==> src/rtl/riscv_v_logic_seq.sv <==
`default_nettype none
// +----------------------------------------------------------------------------+
// | riscv_v_logic_seq                                                          |
// | Sequencer for the vector logic/shift ALU: streams LMUL-group beats through |
// | the ALU and folds reduction partials into a single masked result.          |
// | Rev 1.0                                                                    |
// +----------------------------------------------------------------------------+
module riscv_v_logic_seq #(
    parameter int DATA_W  = 128,
    parameter int NREGS_W = 4
) (
    input  logic                clk,
    input  logic                rst_n,
    input  logic                cmd_valid,
    output logic                cmd_ready,
    input  logic [2:0]          cmd_op,
    input  logic                cmd_reduct,
    input  logic                cmd_neg_a,
    input  logic                cmd_neg_res,
    input  logic [2:0]          cmd_osize,
    input  logic [NREGS_W-1:0]  cmd_nregs,
    input  logic                beat_valid,
    output logic                beat_ready,
    input  logic [DATA_W-1:0]   beat_srca,
    input  logic [DATA_W-1:0]   beat_srcb,
    output logic                alu_is_and,
    output logic                alu_is_or,
    output logic                alu_is_xor,
    output logic                alu_is_shift,
    output logic                alu_is_left,
    output logic                alu_is_arith,
    output logic                alu_is_reduct,
    output logic                alu_is_negate_srca,
    output logic                alu_is_negate_result,
    output logic [4:0]          alu_osize_vector,
    output logic [4:0]          alu_is_greater_osize_vector,
    output logic [DATA_W-1:0]   alu_srca,
    output logic [DATA_W-1:0]   alu_srcb,
    input  logic [DATA_W-1:0]   alu_result,
    output logic                res_valid,
    input  logic                res_ready,
    output logic [DATA_W-1:0]   res_data,
    output logic                res_last,
    output logic                busy,
    output logic                cmd_err
);

    localparam logic [2:0] C_OP_AND  = 3'd0;
    localparam logic [2:0] C_OP_OR   = 3'd1;
    localparam logic [2:0] C_OP_XOR  = 3'd2;
    localparam logic [2:0] C_OP_SLL  = 3'd3;
    localparam logic [2:0] C_OP_SRL  = 3'd4;
    localparam logic [2:0] C_OP_SRA  = 3'd5;
    localparam logic [2:0] C_OSZ_MAX = 3'd4;

    typedef enum logic [1:0] {
        S_IDLE    = 2'd0,
        S_RUN     = 2'd1,
        S_RED_OUT = 2'd2
    } state_t;

    state_t               r_state;
    logic [2:0]           r_op;
    logic                 r_reduct;
    logic                 r_neg_a;
    logic                 r_neg_res;
    logic [2:0]           r_osize;
    logic [NREGS_W-1:0]   r_cnt;
    logic                 r_first;
    logic                 r_red_loaded;
    logic [DATA_W-1:0]    r_acc;

    logic                 w_run;
    logic                 w_op_rsvd;
    logic                 w_osize_bad;
    logic                 w_cmd_is_shift;
    logic [NREGS_W-1:0]   w_nregs_eff;
    logic                 w_beat_fire;
    logic                 w_last_beat;
    logic [DATA_W-1:0]    w_acc_next;
    logic [DATA_W-1:0]    w_mask;
    logic [31:0]          w_elem_bits;
    logic [DATA_W-1:0]    w_red_out;

    assign w_run          = (r_state == S_RUN);
    assign w_op_rsvd      = (cmd_op > C_OP_SRA);
    assign w_osize_bad    = (cmd_osize > C_OSZ_MAX);
    assign w_cmd_is_shift = (cmd_op == C_OP_SLL) | (cmd_op == C_OP_SRL) | (cmd_op == C_OP_SRA);
    assign w_nregs_eff    = (cmd_nregs == '0) ? NREGS_W'(1) : cmd_nregs;
    assign w_last_beat    = (r_cnt == NREGS_W'(1));

    assign cmd_ready   = (r_state == S_IDLE);
    assign busy        = (r_state != S_IDLE) | res_valid;
    // Reductions never touch the result register while running, so they need no backpressure.
    assign beat_ready  = w_run & (r_reduct | ~res_valid | res_ready);
    assign w_beat_fire = beat_valid & beat_ready;

    assign alu_srca = beat_srca;
    assign alu_srcb = beat_srcb;

    assign alu_is_and           = w_run & (r_op == C_OP_AND);
    assign alu_is_or            = w_run & (r_op == C_OP_OR);
    assign alu_is_xor           = w_run & (r_op == C_OP_XOR);
    assign alu_is_shift         = w_run & ((r_op == C_OP_SLL) | (r_op == C_OP_SRL) | (r_op == C_OP_SRA));
    assign alu_is_left          = w_run & (r_op == C_OP_SLL);
    assign alu_is_arith         = w_run & (r_op == C_OP_SRA);
    assign alu_is_reduct        = w_run & r_reduct;
    assign alu_is_negate_srca   = w_run & r_neg_a;
    // For reductions the inversion is applied once to the folded value instead.
    assign alu_is_negate_result = w_run & r_neg_res & ~r_reduct;

    always_comb begin
        alu_osize_vector            = '0;
        alu_is_greater_osize_vector = '0;
        if (w_run) begin
            alu_osize_vector = 5'b00001 << r_osize;
        end
        for (int i = 0; i < 5; i++) begin
            alu_is_greater_osize_vector[i] = w_run && (r_osize > 3'(i));
        end
    end

    always_comb begin
        w_acc_next = alu_result;
        if (!r_first) begin
            case (r_op)
                C_OP_OR:  w_acc_next = r_acc | alu_result;
                C_OP_XOR: w_acc_next = r_acc ^ alu_result;
                default:  w_acc_next = r_acc & alu_result;
            endcase
        end
    end

    always_comb begin
        w_elem_bits = 32'd8 << r_osize;
        w_mask      = '0;
        for (int i = 0; i < DATA_W; i++) begin
            w_mask[i] = (32'(i) < w_elem_bits);
        end
        w_red_out = (r_neg_res ? ~r_acc : r_acc) & w_mask;
    end

    always_ff @(posedge clk or negedge rst_n) begin
        if (!rst_n) begin
            r_state      <= S_IDLE;
            r_op         <= C_OP_AND;
            r_reduct     <= 1'b0;
            r_neg_a      <= 1'b0;
            r_neg_res    <= 1'b0;
            r_osize      <= '0;
            r_cnt        <= '0;
            r_first      <= 1'b0;
            r_red_loaded <= 1'b0;
            r_acc        <= '0;
            res_valid    <= 1'b0;
            res_last     <= 1'b0;
            res_data     <= '0;
            cmd_err      <= 1'b0;
        end else begin
            cmd_err <= 1'b0;
            if (res_valid && res_ready) begin
                res_valid <= 1'b0;
                res_last  <= 1'b0;
            end

            case (r_state)
                S_IDLE: begin
                    if (cmd_valid) begin
                        r_state      <= S_RUN;
                        r_op         <= w_op_rsvd ? C_OP_AND : cmd_op;
                        r_neg_a      <= w_op_rsvd ? 1'b0 : cmd_neg_a;
                        r_neg_res    <= w_op_rsvd ? 1'b0 : cmd_neg_res;
                        r_reduct     <= cmd_reduct & ~w_cmd_is_shift;
                        r_osize      <= w_osize_bad ? C_OSZ_MAX : cmd_osize;
                        r_cnt        <= w_nregs_eff;
                        r_first      <= 1'b1;
                        r_red_loaded <= 1'b0;
                        cmd_err      <= w_op_rsvd | w_osize_bad;
                    end
                end

                S_RUN: begin
                    if (w_beat_fire) begin
                        r_cnt   <= r_cnt - NREGS_W'(1);
                        r_first <= 1'b0;
                        if (r_reduct) begin
                            r_acc <= w_acc_next;
                            if (w_last_beat) begin
                                r_state <= S_RED_OUT;
                            end
                        end else begin
                            res_data  <= alu_result;
                            res_valid <= 1'b1;
                            res_last  <= w_last_beat;
                            if (w_last_beat) begin
                                r_state <= S_IDLE;
                            end
                        end
                    end
                end

                S_RED_OUT: begin
                    // A result from the previous command may still occupy the output register.
                    if (!r_red_loaded) begin
                        if (!res_valid || res_ready) begin
                            res_data     <= w_red_out;
                            res_valid    <= 1'b1;
                            res_last     <= 1'b1;
                            r_red_loaded <= 1'b1;
                        end
                    end else if (res_ready) begin
                        r_state <= S_IDLE;
                    end
                end

                default: r_state <= S_IDLE;
            endcase
        end
    end

endmodule
`default_nettype wire

==> config.mk <==
export PLATFORM = sky130hd
export DESIGN_NAME = riscv_v_logic_seq
export DESIGN_NICKNAME = d
export VERILOG_FILES = /design/src/rtl/riscv_v_logic_seq.sv
export SDC_FILE = /design/constraint.sdc
export NUM_CORES = 1
export LEC_CHECK = 0
export CORE_AREA = 3 3 318 320
export CTS_CLUSTER_SIZE = 14
export DETAILED_ROUTE_END_ITERATION = 16
export DIE_AREA = 0 0 321 323
export GPL_ROUTABILITY_DRIVEN = 0
export PLACE_DENSITY = 0.48
export SLEW_MARGIN = 20
export SYNTH_ARGS = -nofsm -noshare
export SYNTH_HDL_FRONTEND = slang
export SYNTH_SLANG_ARGS = --single-unit
==> constraint.sdc <==
create_clock -name clk -period 2.5 [get_ports clk]
set_input_delay 0.375 -clock clk [delete_from_list [all_inputs] [get_ports clk]]
set_output_delay 0.375 -clock clk [all_outputs]
set_load 0.005 [all_outputs]
Word-level counts from Yosys, hierarchy flattened

Index checks and enable logic that the tools add are counted.

Bits in registers: 276
Bits in writable memories: 0
ROM bits: 0
Output and inout port bits: 409
Word-level logic and storage cells: 267
Latch bits: 0
Input port bits: 402
Memories kept: 0

Bitwise gates (word level): 29
Add/subtract/negate cells: 1
Equal/unequal tests: 19
Shift-type cells: 2
Div/mod/pow operators: 0
Reductions and logical operators: 21
$lt $le $gt $ge: 135
Muxes and demuxes: 46
Multiply operators: 0

Operator list:

| kind                                                  | number |
|---|---|
| < comparator 7 x 32 -> 1 bit (first input constant)   | 64 |
| < comparator 6 x 32 -> 1 bit (first input constant)   | 32 |
| two-way mux 128 bit                                   | 6 |
| < comparator 5 x 32 -> 1 bit (first input constant)   | 16 |
| case mux 128 bit (2 select lines)                     | 2 |
| bitwise AND 128 bit                                   | 2 |
| < comparator 4 x 32 -> 1 bit (first input constant)   | 8 |
| < comparator 3 x 32 -> 1 bit (first input constant)   | 4 |
| NOT 128 bit                                           | 1 |
| OR 128 bit                                            | 1 |
| XOR 128 bit                                           | 1 |
| < comparator 1 x 32 -> 1 bit (first input constant)   | 2 |
| < comparator 2 x 32 -> 1 bit (first input constant)   | 2 |
| left shift 4 x 3 -> 32 bit (first input constant)     | 1 |
| two-way mux 1 bit                                     | 19 |
| two-way mux 2 bit                                     | 7 |
| bitwise AND 1 bit                                     | 13 |
| == test 3 bit (second input constant)                 | 4 |
| two-way mux 4 bit                                     | 3 |
| inequality test 2 bit (second input constant)         | 6 |
| AND reduction 5 bit                                   | 2 |
| == test 3 x 2 -> 1 bit (second input constant)        | 3 |
| greater-than comparator 3 bit (second input constant) | 3 |
| OR 1 bit                                              | 8 |
| other kinds (24)                                      | 43 |

Logic depth before layout (Yosys ltp)

Depth in word-level cells: 7
Gate-level depth with buffers: 11
Mapped depth without buffers: 6

Worst setup path after synthesis

Ideal clock, no wire load.

Path kind: register -> register
Start: register r_state[1]
End: register res_data[10]
Stages on the path, launching flop included: 10
Setup slack: 0.530 ns
Period minus slack after synthesis: 1.970 ns
Buffers on the path: 4
Library setup time: 0.125 ns
Required time: 2.375 ns
Arrival time: 1.844 ns
Cells stage by stage: dfrtp_1 inv_1 ha_1 buf_6 nand2b_4 a221o_1 buf_6 buf_6 buf_6 mux2_4

Longest elaborated chain between the ends: 5
Elaborated cells on any way between the ends: 11
Classes of those cells: 6 x eq/ne; 1 x mux; 2 x bitwise; 2 x reduce/logical

RTL lines:

| element                                  | line    | RTL |
|---|---|---|
| start: declaration                       | 62      | `state_t r_state;` |
| start signal: assignment                 | 145     | `r_state <= S_IDLE;` |
| start signal: assignment                 | 169     | `r_state <= S_RUN;` |
| start signal: assignment                 | 189     | `r_state <= S_RED_OUT;` |
| == test 2 x 1 -> 1 bit                   | 85, 166 |  |
| bitwise AND 1 bit                        | 95      | `assign beat_ready = w_run & (r_reduct \| ~res_valid \| res_ready);` |
| bitwise AND 1 bit                        | 96      | `assign w_beat_fire = beat_valid & beat_ready;` |
| inequality test 2 x 1 -> 1 bit (no line) | --      |  |
| AND reduction 5 bit (no line)            | --      |  |
| end signal: assignment                   | 192     | `res_data <= alu_result;` |
| end signal: assignment                   | 206     | `res_data <= w_red_out;` |
| end: declaration                         | 42      | `output logic [DATA_W-1:0] res_data,` |

Parallel ways exist; a longest one is shown, timed or not.
A chain may end at the register's enable or synchronous reset.

Final worst setup path

Start: register r_osize[1]
End: output port alu_is_greater_osize_vector[0]

Longest elaborated chain between the ends: 2

RTL lines:

| element                                | line | RTL |
|---|---|---|
| start: declaration                     | 67   | `logic [2:0] r_osize;` |
| start signal: assignment               | 174  | `r_osize <= w_osize_bad ? C_OSZ_MAX : cmd_osize;` |
| greater-than comparator 3 x 1 -> 1 bit | 119  | `alu_is_greater_osize_vector[i] = w_run && (r_osize > 3'(i));` |
| logical AND 1 bit                      | 119  |  |
| end: declaration                       | 36   | `output logic [4:0] alu_is_greater_osize_vector,` |

Every way passes these cells.

==> metrics.md <==
| Metric | Value |
|---|---|
| Status | finished, final reports clean |
| Die W | 321 um |
| Chip Height | 323 um |
| Core Rows | 115 |
| All-Layer GR Usage | 14.1% |
| Post-DRT Antenna Nets | 0 |
| Tot Pwr | 0.0293 W |
| Vias in the first global route | 17951 |
| Vias per cell | 4.59 |
| Core area | 0.0984 sq mm |
| Syn_area_per_cell | 8.55 sq um |
| Fin Clk Skew | 18.9 ps |
| EDFF count, synth | 0 |
| Sum Neg Setup Slack | 0 ps |
| Drt wl/cell | 19.3 um |
| Via Count | 17850 |
| P&R area growth vs syn | 20.6% |
| Starting Density | 22.3% |
| Max-cap viol count | 0 |
| # fillers | 10546 |
| H-tree levels | 2 |
| Seq/Total Area, Yosys | 31.4% |
| Setup Viol. Count Final | 0 |
| HP Class | primary input to asynchronous set/reset pin |
| CP endpoint kind | primary output |
| DIE AREA | 0.104 sq mm |
| Clock latency on the worst-skew pair | 590 ps |
| Synth Warn # | 0 |
| Top Ports | 811 |
| Hold Vio Cnt, Final | 0 |
| Worst-margin pin slew | 800 ps |
| CTS root buf | clkbuf_16 |
| Clock Tree Buf Depth | 3 |
| Synth Flop Type | dfrtp_1 |
| Nets | 3235 |
| Fin util | 27.0% |
| Routed WL | 75.1 mm |
| First-pass DRT Iterations | 5 |
| Fin crit share | 96.5% |
| Global-route wire length before repair | 114 mm |
| GRT Residual Overflow | 0 |
| CTS Buf Count | 42 |
| Share of cells above drive strength 1 | 7.54% |
| Number of DRC markers in iteration 0 | 871 |
| Ys async rst share | 100% |
| F_max | 0.414 GHz |
| Crit path time final | 2410 ps |
| Cell variety after synth | 51 |
| Critical Path Fanout Max | 3 |
| PortBufs | 298 |
| RSZ-0062 raised after global routing | false |
| Mapped Nets | 3236 |
| P per Cell Area | 1100 mW/mm^2 |
| Worst path arrival time | 2040 ps |
| Worst slack, placed | 133 ps |
| Synth Cell Area | 0.0220 sq mm |
| Synth Instances | 2572 |
| Startpoint types | flip-flop |
| Post-DP HPWL | 50.0 mm |
| Largest net degree at the start of global routing | 130 |
| Final Max Slew Viols | 0 |
| Clock Sinks | 276 |
| WS Path Type | flip-flop to primary output |
| Clock-pin slew on the worst setup and hold paths | 50 ps |
| CP required | 2120 ps |
| # DRC | 0 |
| Lkg Pwr | 12.0 nW |
| Peak VDD IR | 0.843 mV |
| Final WS setup | 87.4 ps |
| CTS tree | done |
| Initial antenna violation count | 8 |
| Synth Register Bits | 276 |
| Worst relative slew slack | 46.7% |
## kinds of logic after synthesis
kind of cell / count (synthesis) / share of synthesized area, %
XOR/XNOR: 128 / 5.10
AND/OR/NAND/NOR: 637 / 12.2
adder cells (fa/ha/maj): 262 / 14.9
multiplexers: 14 / 0.831
flip-flops: 276 / 31.4
buffers and inverters: 702 / 16.9
AO/OA/AOI/OAI: 553 / 18.6
## repair_timing
item,in CTS,in global routing
setup endpoints to repair,21,2
hold endpoints to repair,49,0
resized for setup,35,2
setup buffers,7,0
pin swaps,0,0
hold buffers,1,0
## area by class of cell
class | count | area, sq um | share of cell area [%]
clock inverter | 12 | 185 | 0.698
antenna | 3 | 7.51 | 0.0283
inverter | 267 | 1000 | 3.78
timing repair buffer | 390 | 4100 | 15.5
clock buffer | 59 | 1220 | 4.59
tap | 1287 | 1610 | 6.07
sequential | 276 | 6920 | 26.1
multi-input combinational | 1594 | 11500 | 43.3
## synth_stat cells (9+ instances only)
library cell  count  area share (%)
clkbuf_1        111             1.9
ha_1            262              15
xor2_1           88             3.5
buf_1            19            0.32
o2bb2ai_1       128             5.1
a2bb2oi_1        80             3.2
nand2b_1         12            0.34
inv_1           266             4.5
nand3_1         141             3.2
a21oi_1          14            0.32
buf_4           258             8.8
o311ai_1        120             4.8
o21ai_0         167             3.8
xnor2_1          40             1.6
buf_2            39            0.89
nor3_1            9            0.20
nand2_1         311             5.3
dfrtp_1         276              31
o21ai_1          12            0.27
nor2_1          141             2.4
## metrics by stage
| step | hold WS [ps] | cells | area, sq um |
|---|---|---|---|
| 2_1_floorplan | 79.4 | 2572 | 22000 |
| 3_3_place_gp | 403 | 3806 | 25000 |
| 3_5_place_dp | 403 | 3806 | 25000 |
| 4_1_cts | 320 | 3885 | 26500 |
| 5_1_grt | 367 | 3886 | 26500 |
| 6_report | 349 | 3888 | 26500 |
## per-layer routing
| metal | global-route usage, % | routed length, um |
|---|---|---|
| met5 | 0 | 41 |
| met4 | 5.32 | 2430 |
| met3 | 3.65 | 4870 |
| met2 | 22.8 | 34500 |
| met1 | 18.1 | 33300 |
## registers in the layout, indices dropped and copies added (netlist names), 2 cells and up
signal / flops
r_osize: 3
r_acc: 128
r_op: 3
r_state: 2
res_data: 128
r_cnt: 4
## critical path: stages (launching register included)
cell and delay (ps):
dfrtp_2 410, or3_4 420, and2_4 190, clkdlybuf4s50_1 440
## path summary, 6_finish.rpt
kind	startpoint	to	slack, ps	cells past startpoint
worst max-delay path	r_osize[1]	alu_is_greater_osize_vector[0]	90	3
worst min-delay path	rst_n	res_data[93]	350	2
worst max register to register	r_state[0]	res_data[26]	250	7
worst min register to register	res_data[0]	res_data[0]	470	2
max in group asynchronous	rst_n	res_data[3]	1340	3
min in group clk	cmd_reduct	r_reduct	400	3
## report_power, final
part / leakage [nW] / total (W) / internal, W / switching [W]
sequential: 3.46 / 0.00853 / 0.00650 / 0.00203
clock: 0.687 / 0.00619 / 0.00378 / 0.00240
combinational: 7.87 / 0.0145 / 0.00676 / 0.00778
total: 12.0 / 0.0293 / 0.0170 / 0.0122
## layout by cell type (no fill, tap or decap), types with 4 or more instances in the layout
cell type | synthesis | layout
bufinv_16 | 0 | 4
nand3_1 | 141 | 140
o2bb2ai_1 | 128 | 128
nand2_1 | 311 | 308
nor3_1 | 9 | 8
dfrtp_1 | 276 | 270
clkdlybuf4s50_1 | 0 | 280
a21oi_1 | 14 | 13
nor3b_1 | 4 | 4
o311ai_1 | 120 | 120
mux2_4 | 8 | 8
o311ai_0 | 8 | 8
clkinv_2 | 0 | 6
xor2_1 | 88 | 88
a22o_1 | 4 | 4
inv_1 | 266 | 264
clkbuf_8 | 0 | 8
mux2i_1 | 4 | 4
dlygate4sd2_1 | 0 | 15
clkbuf_1 | 111 | 8
o21ai_0 | 167 | 167
o21ai_1 | 12 | 12
a2bb2oi_1 | 80 | 80
buf_12 | 0 | 34
ha_1 | 262 | 259
nor2_1 | 141 | 140
clkbuf_16 | 0 | 43
nand2b_1 | 12 | 11
xnor2_1 | 40 | 40
buf_4 | 258 | 56
dfrtp_2 | 0 | 4
(Power assumes the default switching activity.)
